### config.mk
export PLATFORM = sky130hd
export DESIGN_NAME = mtp_accum
export DESIGN_NICKNAME = d
export VERILOG_FILES = /design/src/rtl/mtp_pkg.sv /design/src/rtl/mtp_term.sv /design/src/rtl/mtp_accum.sv
export SDC_FILE = /design/constraint.sdc
export NUM_CORES = 1
export LEC_CHECK = 0
export BUFFER_PORTS_ARGS = -buffer_cell sky130_fd_sc_hd__buf_2
export CAP_MARGIN = 20
export CORE_ASPECT_RATIO = 0.6
export CORE_MARGIN = 2
export CORE_UTILIZATION = 35
export CTS_CLUSTER_SIZE = 40
export DETAILED_ROUTE_END_ITERATION = 7
export GPL_TIMING_DRIVEN = 0
export HOLD_SLACK_MARGIN = 0.05
export SLEW_MARGIN = 20
export SYNTH_ARGS = -nofsm -noshare
export SYNTH_HDL_FRONTEND = slang
export SYNTH_SLANG_ARGS = --single-unit
### constraint.sdc
create_clock -name clk -period 4 [get_ports clk]
set_input_delay 0.4 -clock clk [delete_from_list [all_inputs] [get_ports clk]]
set_output_delay 0.4 -clock clk [all_outputs]
set_load 0.03 [all_outputs]
### src/rtl/mtp_pkg.sv
// Shared mode encodings and status-state type for the mtp combiner family.
package mtp_pkg;

  localparam logic [1:0] MTP_XOR  = 2'b00;
  localparam logic [1:0] MTP_AND  = 2'b01;
  localparam logic [1:0] MTP_OR   = 2'b10;
  localparam logic [1:0] MTP_XNOR = 2'b11;

  typedef enum logic [1:0] {
    ST_IDLE = 2'd0,
    ST_ACC  = 2'd1,
    ST_HOLD = 2'd2
  } mtp_state_e;

endpackage

### src/rtl/mtp_term.sv
// Combinational per-bit term of two operands, selected by a 2-bit mode.
module mtp_term
  import mtp_pkg::*;
#(
  parameter int W = 8
) (
  input  logic [W-1:0] x,
  input  logic [W-1:0] y,
  input  logic [1:0]   mode,
  output logic [W-1:0] t
);

  logic [W-1:0] p;
  logic [W-1:0] q;

  assign p = x | y;
  assign q = x & y;

  always_comb begin
    t = p ^ q;
    case (mode)
      MTP_XOR:  t = p ^ q;
      MTP_AND:  t = q;
      MTP_OR:   t = p;
      MTP_XNOR: t = ~(p ^ q);
      default:  t = p ^ q;
    endcase
  end

endmodule

### src/rtl/mtp_accum.sv
// Frame accumulator: XOR-folds LEN per-beat terms and presents the result
// on a valid/ready output, counting completed frames.
module mtp_accum
  import mtp_pkg::*;
#(
  parameter int W   = 8,
  parameter int LEN = 4,
  parameter int CW  = 8
) (
  input  logic          clk,
  input  logic          rst,
  input  logic          in_valid,
  output logic          in_ready,
  input  logic [W-1:0]  in_x,
  input  logic [W-1:0]  in_y,
  input  logic [1:0]    mode,
  output logic          out_valid,
  input  logic          out_ready,
  output logic [W-1:0]  out_z,
  output logic [CW-1:0] frame_cnt
);

  localparam int BW = (LEN > 1) ? $clog2(LEN) : 1;
  localparam logic [BW-1:0] LAST = BW'(LEN - 1);

  logic [W-1:0]  acc, acc_nx;
  logic [BW-1:0] beat, beat_nx;
  logic [1:0]    mode_r, mode_nx;
  logic [W-1:0]  out_z_nx;
  logic          out_valid_nx;
  logic [CW-1:0] frame_cnt_nx;

  logic          accept;
  logic          first;
  logic [1:0]    mode_sel;
  logic [W-1:0]  t;
  logic [W-1:0]  fold;
  mtp_state_e    state;

  assign first    = (beat == '0);
  assign mode_sel = first ? mode : mode_r;
  assign accept   = in_valid && in_ready;
  // A frame always restarts from zero, so the first beat ignores acc.
  assign fold     = (first ? '0 : acc) ^ t;

  mtp_term #(.W(W)) u_term (
    .x    (in_x),
    .y    (in_y),
    .mode (mode_sel),
    .t    (t)
  );

  always_ff @(posedge clk) begin
    if (rst) begin
      acc       <= '0;
      beat      <= '0;
      mode_r    <= MTP_XOR;
      out_z     <= '0;
      out_valid <= 1'b0;
      frame_cnt <= '0;
    end else begin
      acc       <= acc_nx;
      beat      <= beat_nx;
      mode_r    <= mode_nx;
      out_z     <= out_z_nx;
      out_valid <= out_valid_nx;
      frame_cnt <= frame_cnt_nx;
    end
  end

  always_comb begin
    acc_nx       = acc;
    beat_nx      = beat;
    mode_nx      = mode_r;
    out_z_nx     = out_z;
    out_valid_nx = out_valid;
    frame_cnt_nx = frame_cnt;
    if (out_valid && out_ready) begin
      out_valid_nx = 1'b0;
    end
    if (accept) begin
      if (first) begin
        mode_nx = mode;
      end
      if (beat == LAST) begin
        // Completion overrides a same-cycle consume so the new result stays valid.
        out_z_nx     = fold;
        out_valid_nx = 1'b1;
        acc_nx       = '0;
        beat_nx      = '0;
        frame_cnt_nx = frame_cnt + 1'b1;
      end else begin
        acc_nx  = fold;
        beat_nx = beat + 1'b1;
      end
    end
  end

  always_comb begin
    if (out_valid)   state = ST_HOLD;
    else if (!first) state = ST_ACC;
    else             state = ST_IDLE;
    in_ready = (state != ST_HOLD) || out_ready;
  end

endmodule

# --- After elaboration in Yosys (flattened, before gate mapping) ---
# Cells that the tools add are included.
classes:
  add_sub_neg: 2
  eq_ne: 5
  n_mux: 10
  bitwise: 5
  reduce_logical: 6
op_table:
  columns: ["op", "count"]
  rows:
  - ["one-hot mux 8 bit (4 select lines)", 1]
  - ["two-way mux 8 bit", 2]
  - ["XOR 8 bit", 2]
  - ["adder 8 x 1 -> 8 bit (second input constant)", 1]
  - ["AND 8 bit", 1]
  - ["NOT 8 bit", 1]
  - ["bitwise OR 8 bit", 1]
  - ["equality test 2 bit (second input constant)", 3]
  - ["two-way mux 2 bit", 3]
  - ["logical NOT 2 bit", 2]
  - ["two-way mux 1 bit", 4]
  - ["adder 2 x 1 -> 2 bit (second input constant)", 1]
  - ["equality test 2 x 1 -> 1 bit (second input constant)", 1]
  - ["logical AND 1 bit", 2]
  - ["!= test 2 bit (second input constant)", 1]
  - ["AND reduction 2 bit", 1]
  - ["logical OR 1 bit", 1]
totals:
  reg_bits: 29
  input_bits: 22
  out_inout_bits: 18
  elab_cells: 34

# --- Longest topological paths before layout ---
depth:
  ltp_word: 7
  mapped_depth: 9
  depth_no_buf: 7

# --- Hierarchy ---
# From an unflattened synthesis, not the netlist that was laid out.
unflattened:
  hier_cells: 226
  area_unflattened_um2: 2058.2
by_module_without_submodules:
  columns: ["mod", "n_inst", "cells_per_inst", "area_each_um2", "seq_area_each_um2"]
  rows:
  - ["mtp_accum", 1, 167, 1505.2, 580.6]
  - ["mtp_term", 1, 59, 553.0, 0.0]

# --- Worst setup path after synthesis ---
# Ideal clock, no wire load.
synth_timing:
  kind: "register to register"
  from: "register beat[0]"
  to: "register acc[7]"
  setup_ns: 0.122
  arrival_ns: 1.768
  required_time_ns: 3.878
  setup_slack_ns: 2.110
  stages_incl_launch_ff: 9
  path_buffers: 1
  period_less_slack_ns: 1.890
  cell_sequence: "dfxtp_1 > inv_1 > ha_1 > mux2_2 > buf_2 > mux2i_1 > o211ai_1 > a21oi_1 > a311o_1"
synth_between:
  elab_chain_len: 6
  elab_cells_between_ends: 16
  classes_between: "eq/ne (5); mux (6); bitwise (1); reduce/logical (4)"
synth_rtl:
  columns: ["item", "line", "source"]
  rows:
  - ["from (decl)", "mtp_accum.sv:27", "logic [BW-1:0] beat, beat_nx;"]
  - ["from (signal assigned)", "mtp_accum.sv:63", "beat <= beat_nx;"]
  - ["logical NOT 2 bit", "mtp_accum.sv:40", "assign first = (beat == '0);"]
  - ["two-way mux 2 bit / two-way mux 1 bit (equally long branches)", null, null]
  - ["equality test 2 bit (tied with other cells)", "mtp_term.sv:21", "case (mode)"]
  - ["one-hot mux 8 bit (4 select lines) / != test 2 bit (equally long branches)", "mtp_term.sv:21, mtp_accum.sv:103", null]
  - ["XOR 8 bit / logical OR 1 bit (equally long branches)", "mtp_accum.sv:44, mtp_accum.sv:103", null]
  - ["two-way mux 8 bit / logical AND 1 bit (equally long branches)", "mtp_accum.sv:85, mtp_accum.sv:42", null]
  - ["to (signal assigned)", "mtp_accum.sv:62", "acc <= acc_nx;"]
  - ["to (decl)", "mtp_accum.sv:26", "logic [W-1:0] acc, acc_nx;"]
# Several ways; a longest one is shown, not always the timed one.
# A chain may end at the register's enable or synchronous reset.

# --- Worst setup path after layout ---
layout_timing:
  from: "register beat[0]"
  to: "register acc[5]"
# The elaborated chain is that of the path after synthesis.

==> out/metrics.yaml <==
core_sq_mm: 0.005623
die_w_um: 103
placed_cell_area_sq_mm: 0.002354
postSynthAreaPerCell_sq_um: 8.505
postCtsHoldBufs: 0
fillCellCount: 584
path_cells: "inv_1 > ha_1 > buf_6 > mux2i_2 > o211ai_1 > o211ai_1 > a21oi_1 > a311o_1"
synth_edf_count: 0
finClkSkew_ns: 0.009140
drt-initial-drc-count: 60
syn-num-nets: 283
max_cap_violations: 0
post_cts_resized: 0
wl_per_cell_um: 12.79
cts_tree: "done"
antenna_found_initial: 0
path_clk_slew_ns: 0.07
min_period_ns: 2.217
seq_area_frac_synth_pct: 28.21
grt_max_degree: 11
postRouteAntennaNets: 0
slowest_delay_ns: 0.47
root_buffer: "clkbuf_8"
grt_use_total_pct: 16.37
synthArstFlopShare_pct: 0
cp_top_family: "compound AO/OA/AOI/OAI gates"
cp_slowest_cell: "mux2i_2"
antennaDiodeCount: 0
synth_top_cell_area_share_pct: 28.21
outcome: "completed"
worst-setup-path-type: "register to register"
p_leak_uw: 0.001103
tightestPinTransition_ns: 0.5414
fmax_ghz: 0.4511
crit_fanout: 10
synth-seq-cells: 29
crit_buf_inv: 2
num_io_pins: 40
p_per_area_mw_per_mm2: 364.8
setup_viol: 0
layout-drive-gt1-share_pct: 20.42
clock-sinks: 29
finalHoldViolCount: 0
maxSlewHeadroom_pct: 63.19
drc: 0
grt_pass1_vias: 1819
cts_buffers: 5
finish.instance_area_sq_mm: 0.002487
hpwl_um: 3664
fp.dieH_um: 63.40
overflow: 0
period_share_pct: 55.43
critPathCaptureType: "register"
grt_pass1_wl_um: 8473
final_util_pct: 44.24
critPathMostFrequentCell: "o211ai_1"
cp.required_ns: 4.17
route.vias.total: 1838
first_pass_iters: 4
yosysTopAreaCell: "dfxtp_1"
die_area_sq_mm: 0.006530
cp_data_arrival_time_ns: 2.39
hold_path_class: "register to register"
ys_warn_count: 0
slew_viol_final: 0
rows: 21
fin_setup_tns_ns: 0
postCtsSetupRepairBufs: 0
wirelength_um: 4720
irDropWorstVdd_uv: 120.2
yosys.cell_types.count: 35
ys_top_cells_by_area: "dfxtp_1, ha_1, o211ai_1"
start_util_pct: 36.60
vias_per_cell: 4.981
synthCells: 242
cts_max_level: 2
clock_latency_ns: 0.28
gp_congestion: 0.7402
finalNetCount: 329
ys.flop_type: "dfxtp_1"
cts_buffer_depth: 2
start_kind: "register"
portBuffers: 39
netlist_area_sq_mm: 0.002058
rsz0062_at_grt: "no"
area.growth.synth_to_final_pct: 20.85
[synth_stat cells (3+ instances only)]
master,count
nor2b_1,8
dfxtp_1,29
nand3_1,6
o21ai_0,3
a211oi_1,14
o211ai_2,3
ha_1,19
a311o_1,6
a21oi_1,11
or4_1,6
mux2i_1,8
clkbuf_1,11
xor2_1,10
xnor2_1,4
nor3b_1,6
nand2_1,11
and3_1,5
nor2_1,18
o211ai_1,17
inv_1,26
[sequential cells by signal (all words and copies together), names as in the netlist]
register,cells
acc,8
beat,2
frame_cnt,8
mode_r,2
out_valid,1
out_z,8
[report_power, final]
part           internal [uW]  total [uW]  switching (uW)
Clock                    247         362             115
Sequential               309         324            15.8
Combinational           98.8         221             122
[cell type report]
cell class | count | area (sq um) | share of cell area [%]
inverter | 26 | 97.59 | 3.924
tap | 80 | 100.1 | 4.024
buffer | 15 | 72.57 | 2.917
sequential | 29 | 580.6 | 23.34
timing repair buffer | 39 | 195.2 | 7.847
multi-input combinational | 172 | 1308 | 52.57
clock inverter | 3 | 65.06 | 2.616
clock buffer | 5 | 68.82 | 2.767
[metrics by stage]
step,setup slack (ns),instances,hold slack (ns),total power [uW]
2_1_floorplan,2.110,242,0.4530,497.4
3_3_place_gp,1.832,361,0.4647,546.9
3_5_place_dp,1.764,361,0.4757,551.4
4_1_cts,1.746,369,0.4851,918.1
5_1_grt,1.586,369,0.5141,961.4
6_report,1.783,369,0.4835,907.5
[cells by family after synthesis]
kind of cell	synth area share, %
xor+xnor	5.957
compound gates	20.67
fa+ha+maj	11.55
mux	6.748
flops	28.21
buf+inv	8.267
simple gates	18.60
[layer usage]
layer / routed length [um] / track usage [%] / share of wire [%]
met5: 0 / 0 / 0
met1: 2593 / 24.14 / 55
met2: 1914 / 23.86 / 41
met3: 182 / 4.218 / 3.9
met4: 29 / 3.454 / 0.61
[final timing paths]
path | start | end | slack [ns] | depth (start not counted)
setup reg to reg | beat[0] | acc[5] | 1.78 | 8
hold reg to reg | beat[1] | beat[1] | 0.48 | 2
hold / removal | beat[1] | beat[1] | 0.48 | 2
setup / recovery | beat[0] | acc[5] | 1.78 | 8
[worst register-to-register path: stages (launching register included)]
cell	delay (ns)
dfxtp_1	0.39
inv_1	0.06
ha_1	0.23
buf_6	0.16
mux2i_2	0.47
o211ai_1	0.17
o211ai_1	0.22
a21oi_1	0.08
a311o_1	0.32
[placed cells by master, fill, tap and decap left out, drive strengths merged, types with 8 or more instances in the layout]
| master | netlist | layout |
|---|---|---|
| a211oi | 16 | 16 |
| a21oi | 11 | 11 |
| buf | 4 | 43 |
| clkbuf | 11 | 16 |
| dfxtp | 29 | 29 |
| ha | 19 | 19 |
| inv | 26 | 26 |
| mux2i | 10 | 10 |
| nand2 | 11 | 11 |
| nor2 | 18 | 18 |
| nor2b | 8 | 8 |
| o211ai | 20 | 20 |
| xor2 | 10 | 10 |
No activity file was read; power rests on OpenSTA's default activity.
